### src/rtl/core_s1_fetch.sv
// Stage-1 instruction fetch: issues one L1I request at a time, holds the
// returned word for stage 2, and handles redirects, misaligned targets,
// in-flight response discarding and a permanent halt.
module core_s1_fetch #(
    parameter logic [31:0] RESET_PC = 32'h0000_0000
) (
    input  logic        clk,
    input  logic        rst_n,
    output logic        l1i_req_valid,
    input  logic        l1i_req_ready,
    output logic [31:0] l1i_req_addr,
    input  logic        l1i_rsp_valid,
    input  logic [31:0] l1i_rsp_data,
    input  logic        l1i_rsp_fault,
    output logic        s2_valid,
    input  logic        s2_ready,
    output logic [31:0] s2_instruction,
    output logic [31:0] s2_pc,
    output logic        s2_fetch_fault,
    input  logic        s2_redirect,
    input  logic [31:0] s2_redirect_pc,
    input  logic        s2_halt
);

    typedef enum logic [2:0] {
        INIT     = 3'd0,
        REQUEST  = 3'd1,
        WAIT_RSP = 3'd2,
        HOLD     = 3'd3,
        DISCARD  = 3'd4,
        HALTED   = 3'd5
    } state_t;

    state_t      r_state;
    logic [31:0] r_pc;
    logic [31:0] r_instr;
    logic        r_fault;

    state_t      w_state_nxt;
    logic [31:0] w_pc_nxt;
    logic        w_hold_we;
    logic [31:0] w_hold_instr;
    logic        w_hold_fault;
    logic        w_go;
    logic [31:0] w_go_pc;
    logic        w_in_hold;

    // Next-state logic; w_go/w_go_pc request "start fetching at this PC",
    // which becomes a fault entry instead of a request when misaligned.
    always_comb begin
        w_state_nxt  = r_state;
        w_pc_nxt     = r_pc;
        w_hold_we    = 1'b0;
        w_hold_instr = r_instr;
        w_hold_fault = r_fault;
        w_go         = 1'b0;
        w_go_pc      = r_pc;

        case (r_state)
            INIT: begin
                w_go    = 1'b1;
                w_go_pc = s2_redirect ? s2_redirect_pc : r_pc;
            end
            REQUEST: begin
                if (s2_redirect) begin
                    if (l1i_req_ready) begin
                        // The old request is accepted anyway; its response must be dropped.
                        w_state_nxt = DISCARD;
                        w_pc_nxt    = s2_redirect_pc;
                    end else begin
                        w_go    = 1'b1;
                        w_go_pc = s2_redirect_pc;
                    end
                end else if (l1i_req_ready) begin
                    w_state_nxt = WAIT_RSP;
                end
            end
            WAIT_RSP: begin
                if (s2_redirect) begin
                    if (l1i_rsp_valid) begin
                        w_go    = 1'b1;
                        w_go_pc = s2_redirect_pc;
                    end else begin
                        w_state_nxt = DISCARD;
                        w_pc_nxt    = s2_redirect_pc;
                    end
                end else if (l1i_rsp_valid) begin
                    w_state_nxt  = HOLD;
                    w_hold_we    = 1'b1;
                    w_hold_instr = l1i_rsp_data;
                    w_hold_fault = l1i_rsp_fault;
                end
            end
            HOLD: begin
                if (s2_redirect) begin
                    w_go    = 1'b1;
                    w_go_pc = s2_redirect_pc;
                end else if (s2_ready) begin
                    w_go    = 1'b1;
                    w_go_pc = r_pc + 32'd4;
                end
            end
            DISCARD: begin
                if (l1i_rsp_valid) begin
                    w_go    = 1'b1;
                    w_go_pc = s2_redirect ? s2_redirect_pc : r_pc;
                end else if (s2_redirect) begin
                    w_pc_nxt = s2_redirect_pc;
                end
            end
            HALTED: begin
                w_state_nxt = HALTED;
            end
            default: begin
                w_state_nxt = HALTED;
            end
        endcase

        if (w_go) begin
            w_pc_nxt = w_go_pc;
            if (w_go_pc[1:0] != 2'b00) begin
                w_state_nxt  = HOLD;
                w_hold_we    = 1'b1;
                w_hold_instr = 32'h0;
                w_hold_fault = 1'b1;
            end else begin
                w_state_nxt = REQUEST;
            end
        end

        if (s2_halt) begin
            w_state_nxt = HALTED;
        end
    end

    // Control state and PC, asynchronously reset.
    always_ff @(posedge clk or negedge rst_n) begin
        if (!rst_n) begin
            r_state <= INIT;
            r_pc    <= RESET_PC;
        end else begin
            r_state <= w_state_nxt;
            r_pc    <= w_pc_nxt;
        end
    end

    // Hold register; only visible while in HOLD, so it needs no reset.
    always_ff @(posedge clk) begin
        if (w_hold_we) begin
            r_instr <= w_hold_instr;
            r_fault <= w_hold_fault;
        end
    end

    assign w_in_hold      = (r_state == HOLD);
    assign l1i_req_valid  = (r_state == REQUEST);
    assign l1i_req_addr   = l1i_req_valid ? r_pc : 32'h0;
    assign s2_valid       = w_in_hold;
    assign s2_instruction = w_in_hold ? r_instr : 32'h0;
    assign s2_pc          = w_in_hold ? r_pc : 32'h0;
    assign s2_fetch_fault = w_in_hold & r_fault;

endmodule

### config.mk
export PLATFORM = sky130hd
export DESIGN_NAME = core_s1_fetch
export DESIGN_NICKNAME = d
export VERILOG_FILES = /design/src/rtl/core_s1_fetch.sv
export SDC_FILE = /design/constraint.sdc
export NUM_CORES = 1
export LEC_CHECK = 0
export CORE_AREA = 4 4 120 122
export DETAILED_ROUTE_END_ITERATION = 7
export DIE_AREA = 0 0 124 126
export PLACE_DENSITY = 0.81
export SLEW_MARGIN = 20
export SYNTH_ARGS = -nofsm -noshare
export SYNTH_HDL_FRONTEND = slang
export SYNTH_SLANG_ARGS = --single-unit
### constraint.sdc
create_clock -name clk -period 4.6 [get_ports clk]
set_input_delay 0.92 -clock clk [delete_from_list [all_inputs] [get_ports clk]]
set_output_delay 0.92 -clock clk [all_outputs]
set_load 0.005 [all_outputs]
==> results of run 1 <==
==> cells in the mapped netlist (3+ instances only) <==
cell type	n	area, sq um
a211oi_1	6	45.04
a21oi_1	61	305.3
a221o_1	6	60.06
a221oi_1	6	52.55
a2bb2oi_1	3	26.28
a31oi_1	4	25.02
and2_1	91	569.3
and3_1	8	50.05
and4_1	4	35.03
buf_2	5	25.02
buf_6	12	135.1
clkbuf_1	30	112.6
dfrtp_1	35	875.8
edfxtp_1	33	991.0
inv_1	10	37.54
nand2_1	106	397.9
nand2b_1	6	37.54
nand3_1	15	75.07
nand3b_1	3	22.52
nand4_1	6	37.54
nor2_1	34	127.6
nor2_2	3	18.77
nor3_1	19	95.09
nor3_2	3	30.03
nor4_1	4	25.02
o211ai_1	6	45.04
o21a_1	3	22.52
o21ai_0	23	115.1
o22ai_1	15	93.84
or2_2	3	18.77
or3_1	5	31.28
xnor2_1	9	78.83
xor2_1	5	43.79
==> placed cells by master (no fill, tap or decap), drive strengths merged, types with 3 or more instances in the layout <==
cell type,count
mux2,3
nand3,15
o211ai,6
and2,91
and3,8
a31oi,5
o22ai,17
nor3,22
a2bb2oi,3
a221o,6
nand4,6
dfrtp,35
o21ai,24
or3b,3
a221oi,7
buf,12
nor2,38
nor4,4
o21a,3
nand2,106
or3,5
xor2,5
a211oi,8
clkdlybuf4s50,170
inv,13
and4,4
clkbuf,9
xnor2,9
or2,4
nand3b,4
edfxtp,33
nand2b,6
a21oi,63
==> flip-flops by register name, summed over array words and instances, names as in the netlist <==
signal and flops:
r_pc 32, r_state 3, r_instr 32, r_fault 1
==> area by class of cell <==
| cell class | count | area [sq um] |
|---|---|---|
| clock buffer | 9 | 225.2 |
| clock inverter | 7 | 81.33 |
| fill | 1205 | 5893 |
| inverter | 10 | 37.54 |
| multi-input combinational | 509 | 3062 |
| sequential | 68 | 1867 |
| tap | 176 | 220.2 |
| timing repair buffer | 182 | 1804 |
==> layer usage <==
metal | part of all wire [%] | track usage (%)
met1 | 40 | 28.60
met5 | 0 | 0
met2 | 47 | 34.74
met4 | 2.5 | 7.410
met3 | 10 | 5.336
==> through the flow <==
stage | hold slack, ps | std cells | util (%) | cell area (sq um) | worst slack [ps]
global route | 588.7 | 961 | 55.32 | 7297 | 655.3
global placement | 535.7 | 945 | 53.00 | 6990 | 1062
CTS | 560.6 | 961 | 55.32 | 7297 | 840.0
detailed placement | 547.5 | 945 | 53.00 | 6990 | 996.2
finish | 568.6 | 961 | 55.32 | 7297 | 828.1
floorplan | 487.7 | 634 | - | 5236 | 1166
==> power by group <==
part | total (W) | internal [W] | switching [W] | leakage [nW]
combinational | 0.000199 | 0.000113 | 0.0000867 | 1.80
clock | 0.000721 | 0.000428 | 0.000294 | 0.147
sequential | 0.000773 | 0.000681 | 0.0000925 | 0.742
total | 0.00169 | 0.00122 | 0.000473 | 2.69
==> critical path, stage by stage (launching register included) <==
cell,delay (ps)
dfrtp_1,810
nand3b_4,330
inv_1,410
buf_12,270
and2_1,170
clkdlybuf4s50_1,510
==> logic make-up after synthesis <==
logic type / share of synthesized area, %
simple gates: 32.19
mux: 0.8363
fa+ha+maj: 0.2389
flops: 35.65
buf+inv: 5.926
compound gates: 22.82
xor+xnor: 2.342
==> path summary, 6_finish.rpt <==
kind | slack [ps] | start | end | depth (start not counted)
min in group asynchronous | 1020 | rst_n | r_pc[16] | 2
worst min register to register | 570 | r_pc[1] | r_pc[1] | 1
max in group asynchronous | 3250 | rst_n | r_pc[1] | 2
worst min-delay path | 570 | r_pc[1] | r_pc[1] | 1
worst max-delay path | 830 | r_state[0] | s2_instruction[24] | 5
worst max register to register | 1450 | r_state[0] | r_pc[31] | 8
==> flow_summary.json, run 1 <==
{
  "status": "complete, no violations",
  "start_util_pct": 39.70,
  "area_growth_pct": 39.35,
  "p_leak_nw": 2.688,
  "gr-total-overflow": 0,
  "period_needed_ps": 3772,
  "post_cts_resized": 0,
  "row_count": 42,
  "fp.coreArea_sq_um": 13190,
  "cts_buffers": 9,
  "min_path_type": "flip-flop to flip-flop",
  "routed_wl_mm": 17.58,
  "ys.flop_type": "dfrtp_1",
  "grt_pass1_wl_mm": 26.98,
  "fp.dieW_microns": 124,
  "ctsHoldBuffers": 0,
  "dp_hpwl_mm": 12.49,
  "dieArea_sq_um": 15620,
  "cts_tree": "built",
  "critPathLaunchType": "flip-flop",
  "synth.distinct_cells": 75,
  "totalPowerFinal_w": 0.001694,
  "worstSetupPathType": "flip-flop to output port",
  "synth_edf_count": 33,
  "post-cts-setup-buffers": 0,
  "grt_pass1_vias": 5127,
  "slew_headroom_pct": 22.88,
  "clkSinkCount": 68,
  "ys_seq_area_share_pct": 35.65,
  "yosysWarnings": 0,
  "synthArstFlopShare_pct": 51.47,
  "place_congestion": 0.9649,
  "fin_worst_skew_ps": 10.52,
  "cts.clk_slew.worst_paths_ps": 60,
  "syn_area_per_cell_sq_um": 8.259,
  "critPathMaxFanout": 52,
  "drc_errors": 0,
  "drv_slew": 0,
  "drtIter0Drc": 680,
  "clock_latency_ps": 330,
  "netlist_instances": 634,
  "htreeDepth": 3,
  "syn_nets": 707,
  "ys_ff_latch": 68,
  "p_per_area_nw_per_um2": 232.1,
  "rsz0062_at_grt": "false",
  "nNetsFinal": 853,
  "num_io_pins": 171,
  "die_h_microns": 126,
  "avgRoutedWirePerCell_microns": 18.29,
  "syn_area_sq_um": 5236,
  "io_buffers": 170,
  "antennaDiodeCount": 0,
  "grt_antenna_before_repair": 0,
  "period_share_pct": 82.00,
  "tightest_slew_ps": 1156,
  "ir_worst_vdd_mv": 0.1912,
  "antenna_left": 0,
  "clockBufferDepth": 2,
  "crit_path_end_kind": "output port",
  "post_route_cells_drive_above_1_share_pct": 7.516,
  "cp.arrival_ps": 2850,
  "fmax_mhz": 265.1,
  "grt_max_degree": 53,
  "cap_violations": 0,
  "grtUsageTotal_pct": 21.71,
  "root_buffer": "clkbuf_16",
  "vias": 5383,
  "hold_viol_final": 0,
  "setup_tns_ps": 0,
  "viasPerCell": 5.601,
  "required_ps": 3680,
  "setup_viol": 0,
  "drtPass1Iterations": 5
}
Power figures use the tool's default switching activity.
==> run 2: changes to the inputs <==
==> constraint.sdc (replaced) <==
create_clock -name clk -period 3.95 [get_ports clk]
set_input_delay 0.79 -clock clk [delete_from_list [all_inputs] [get_ports clk]]
set_output_delay 0.79 -clock clk [all_outputs]
set_load 0.005 [all_outputs]
==> flow_summary.json, run 2 (same netlist as run 1, synthesis figures left out) <==
{
  "status": "complete, no violations",
  "mostFrequentLayoutCell": "clkdlybuf4s50_1",
  "root_buffer": "clkbuf_16",
  "grt_pass1_vias": 5199,
  "final_cell_mix": "170 x clkdlybuf4s50_1, 106 x nand2_1, 91 x and2_1",
  "start_util_pct": 39.70,
  "row_count": 42,
  "routed-wl-met3_mm": 1.672,
  "antennaDiodeCount": 0,
  "timing.rr.start": "r_state[0]",
  "num_io_pins": 171,
  "cts_buffers": 9,
  "utilization_pct": 55.56,
  "post_route_cells_drive_above_1_share_pct": 8.217,
  "tightest_slew_ps": 731.8,
  "cap_violations": 0,
  "holdWs_ps": 573.2,
  "gr-total-overflow": 0,
  "drc_errors": 0,
  "critPathMaxFanout": 22,
  "dp_hpwl_mm": 12.35,
  "clock_latency_ps": 350,
  "fp.coreArea_sq_um": 13190,
  "min_path_type": "flip-flop to flip-flop",
  "critPathLaunchType": "flip-flop",
  "rsz0062_at_grt": "false",
  "period_share_pct": 89.04,
  "hold_path_depth": 2,
  "post-cts-setup-buffers": 0,
  "largestRegisters": "r_instr x32, r_pc x32, r_state x3",
  "dr_wl_met2_mm": 8.191,
  "setup_tns_ps": 0,
  "grt_antenna_before_repair": 0,
  "period_needed_ps": 3517,
  "vias": 5533,
  "drtIter0Drc": 564,
  "routed_wl_mm": 17.41,
  "hold_viol_final": 0,
  "fin_worst_skew_ps": 8.826,
  "avgRoutedWirePerCell_microns": 18.01,
  "holdPathEnd": "r_pc[27]",
  "r2r_cells": 8,
  "clkSinkCount": 68,
  "nNetsFinal": 859,
  "io_buffers": 170,
  "drtPass1Iterations": 6,
  "ff2ff_setup_slack_ps": 1080,
  "clockBufferDepth": 2,
  "totalPowerFinal_w": 0.001982,
  "fp.dieW_microns": 124,
  "viasPerCell": 5.722,
  "grt_max_degree": 41,
  "wl_met1_mm": 6.971,
  "slew_headroom_pct": 51.06,
  "dieArea_sq_um": 15620,
  "place_congestion": 0.9329,
  "highest_layer": "met4",
  "required_ps": 3160,
  "ctsHoldBuffers": 0,
  "die_h_microns": 126,
  "hp-start": "r_pc[27]",
  "cts.clk_slew.worst_paths_ps": 60,
  "worstSetupPathType": "flip-flop to output port",
  "drv_slew": 0,
  "antenna_left": 0,
  "grt_pass1_wl_mm": 27.23,
  "cp.arrival_ps": 2730,
  "crit-reg2reg-capture": "r_pc[13]",
  "post_cts_resized": 0,
  "area_growth_pct": 39.95,
  "ir_worst_vdd_mv": 0.2746,
  "grtUsageTotal_pct": 22.05,
  "fmax_mhz": 284.3,
  "setup_viol": 0,
  "p_per_area_nw_per_um2": 270.5,
  "htreeDepth": 3,
  "crit_path_end_kind": "output port",
  "p_leak_nw": 2.710,
  "cts_tree": "built"
}
[run 2: report_power, final]
part,internal (W),switching (W)
clock,0.000498,0.000354
sequential,0.000793,0.000108
combinational,0.000132,0.0000974
total,0.00142,0.000560
[run 2: layer usage]
layer | global-route usage [%] | up-vias
met1 | 27.77 | 2584
met2 | 34.87 | 313
met5 | 0 | -
met4 | 10.12 | 0
met3 | 6.233 | 52
li1 | - | 2584
[run 2: layout make-up]
| cell class | instances | area (sq um) |
|---|---|---|
| fillers | 1198 | 5862 |
| multi-input cells | 509 | 3062 |
| flip-flops and latches | 68 | 1867 |
| repair buffers | 188 | 1837 |
| clock buffers | 9 | 225.2 |
| well taps | 176 | 220.2 |
| clock inverters | 7 | 80.08 |
| inverters | 10 | 37.54 |
[run 2: worst max path at each step]
| stage | start | end | slack, ps |
|---|---|---|---|
| 2_1_floorplan | l1i_req_ready | r_fault | 650 |
| 3_3_place_gp | l1i_rsp_valid | r_pc[1] | 590 |
| 3_5_place_dp | l1i_rsp_valid | r_instr[17] | 500 |
| 4_1_cts | r_state[0] | l1i_req_addr[25] | 460 |
| 5_1_grt | r_state[0] | l1i_req_addr[25] | 300 |
| 6_report | r_state[0] | l1i_req_addr[31] | 430 |
[run 2: per-stage QoR]
stage	worst slack [ps]	cells	instance area, sq um
finish	433.0	967	7328
CTS	459.1	967	7328
global route	303.2	967	7328
detailed placement	497.3	951	7023
global placement	591.0	951	7023
floorplan	646.3	634	5236
[run 2: worst max-delay path, stage by stage (launching register included)]
cell and delay [ps]:
dfrtp_1 790, nand2b_1 430, nor2_1 230, buf_4 240, and2_1 160, clkdlybuf4s50_1 510
==> run 3: changes to the inputs <==
--- a/config.mk
+++ b/config.mk
@@ -8,7 +8,7 @@
 export CORE_AREA = 4 4 120 122
 export DETAILED_ROUTE_END_ITERATION = 7
 export DIE_AREA = 0 0 124 126
-export PLACE_DENSITY = 0.81
+export PLACE_DENSITY = 0.84
 export SLEW_MARGIN = 20
 export SYNTH_ARGS = -nofsm -noshare
 export SYNTH_HDL_FRONTEND = slang
==> constraint.sdc (replaced) <==
create_clock -name clk -period 3.15 [get_ports clk]
set_input_delay 0.63 -clock clk [delete_from_list [all_inputs] [get_ports clk]]
set_output_delay 0.63 -clock clk [all_outputs]
set_load 0.005 [all_outputs]
==> flow_summary.json, run 3 (same netlist as run 1, synthesis figures left out) <==
{
  "grt_antenna_before_repair": 0,
  "cp.arrival_ps": 2380,
  "critPathLaunchType": "flip-flop",
  "num_io_pins": 171,
  "nNetsFinal": 873,
  "die_h_microns": 126,
  "cts_tree": "built",
  "setup_tns_ps": 0,
  "dieArea_sq_um": 15620,
  "avgRoutedWirePerCell_microns": 17.75,
  "critPathMaxFanout": 20,
  "grt_pass1_wl_mm": 27.42,
  "antennaDiodeCount": 0,
  "drc_errors": 0,
  "io_buffers": 170,
  "drv_slew": 0,
  "cp_slowest_cell": "dfrtp_1",
  "crit-reg2reg-capture": "r_pc[30]",
  "required_ps": 2520,
  "clockBufferDepth": 2,
  "path_buf_inv": 2,
  "hold_viol_final": 0,
  "start_util_pct": 39.70,
  "grt_pass1_vias": 5331,
  "hold_path_depth": 2,
  "htreeDepth": 3,
  "ir_worst_vdd_mv": 0.1964,
  "clock_latency_ps": 340,
  "viasPerCell": 5.699,
  "rsz0062_at_grt": "false",
  "area_growth_pct": 42.53,
  "mostFrequentLayoutCell": "clkdlybuf4s50_1",
  "antenna_left": 0,
  "post_route_cells_drive_above_1_share_pct": 9.938,
  "largestRegisters": "r_instr x32, r_pc x32, r_state x3",
  "r2r_cells": 8,
  "cp_cell_sequence": "nand2b_1 > nor2_1 > buf_4 > and2_1 > clkdlybuf4s50_1",
  "min_path_type": "flip-flop to flip-flop",
  "holdWs_ps": 553.6,
  "fillCellCount": 1131,
  "combinationalPowerShare_pct": 11.7,
  "cap_violations": 0,
  "worstSetupPathType": "flip-flop to output port",
  "max_stage_delay_ps": 530,
  "setup_viol": 0,
  "timing.rr.start": "r_state[0]",
  "routed_wl_mm": 17.41,
  "drtIter0Drc": 653,
  "holdPathEnd": "r_pc[27]",
  "ff2ff_setup_slack_ps": 470,
  "p_per_area_nw_per_um2": 333.0,
  "drtPass1Iterations": 7,
  "p_leak_nw": 2.792,
  "fp.coreArea_sq_um": 13190,
  "grt_max_degree": 49,
  "status": "complete, no violations",
  "cell_internal_pwr_w": 0.001787,
  "place_congestion": 0.9449,
  "fmax_mhz": 332.5,
  "gr-total-overflow": 0,
  "p_clk_share_pct": 42.8,
  "fp.dieW_microns": 124,
  "dp_hpwl_mm": 12.48,
  "period_share_pct": 95.48,
  "cts.clk_slew.worst_paths_ps": 60,
  "tightest_slew_ps": 800.6,
  "cts_buffers": 9,
  "final_cell_mix": "170 x clkdlybuf4s50_1, 106 x nand2_1, 91 x and2_1",
  "hp-start": "r_pc[27]",
  "seqPwrFrac_pct": 45.5,
  "period_needed_ps": 3008,
  "power.net_switching_w": 0.0006978,
  "vias": 5591,
  "row_count": 42,
  "root_buffer": "clkbuf_16",
  "ctsHoldBuffers": 0,
  "slew_headroom_pct": 46.46,
  "clkSinkCount": 68,
  "grtUsageTotal_pct": 21.96,
  "cp_top_family": "buffers and inverters",
  "crit_path_end_kind": "output port",
  "swShare_pct": 28.08,
  "fin_worst_skew_ps": 4.967
}
## run 3: cell type report
class,instances,area (sq um),share of cell area (%)
Sequential cell,68,1868,25.03
Timing Repair Buffer,202,1967,26.35
Multi-Input combinational cell,509,3062,41.02
Clock buffer,9,225.2,3.018
Inverter,10,37.54,0.5029
Tap cell,176,220.2,2.951
Clock inverter,7,83.83,1.123
## run 3: power by group through the flow
stage	Combinational [W]	Sequential (W)	Clock (W)
6_report	0.000291	0.00113	0.00106
5_1_grt	0.000316	0.00115	0.00111
4_1_cts	0.000288	0.00112	0.00108
3_5_place_dp	0.000284	0.00114	0
3_3_place_gp	0.000280	0.00114	0
2_1_floorplan	0.000180	0.00107	0
## run 3: worst max path at each step
stage | slack [ps] | endpoint | from | cells past startpoint
global placement | 230 | r_pc[30] | l1i_req_ready | 8
floorplan | 6 | r_fault | l1i_req_ready | 6
finish | 140 | l1i_req_addr[24] | r_state[0] | 5
detailed placement | 150 | r_pc[30] | l1i_req_ready | 8
global route | 20 | l1i_req_addr[24] | r_state[0] | 5
CTS | 150 | l1i_req_addr[24] | r_state[0] | 5
## run 3: repair_timing
item | in CTS | in global routing
buffers inserted | 0 | 0
resized for setup | 0 | 1
setup endpoints to repair | 0 | 1
## run 3: worst reg2reg max path: stages, from the launching register on
cell and delay, ps:
dfrtp_1 530, buf_4 260, or3b_4 410, a211oi_4 290, nor2_2 140, buf_12 190
a21oi_4 390, o22ai_1 160, a211oi_1 220
## run 3: stage by stage
step | cells | util [%] | area, sq um | power [W] | setup WS (ps)
6_report | 981 | 56.58 | 7463 | 0.002485 | 142.4
4_1_cts | 981 | 56.57 | 7462 | 0.002487 | 147.8
3_3_place_gp | 965 | 54.23 | 7153 | 0.001417 | 228.0
3_5_place_dp | 965 | 54.23 | 7153 | 0.001426 | 154.3
2_1_floorplan | 634 | - | 5236 | 0.001251 | 6.270
5_1_grt | 981 | 56.58 | 7463 | 0.002576 | 23.72
## run 3: routing by layer
layer	track usage, %	share of wire [%]	vias up
met5	0	0	-
li1	-	-	2602
met1	29.07	38	2585
met4	8.956	3.1	0
met3	5.247	11	52
met2	34.36	47	352
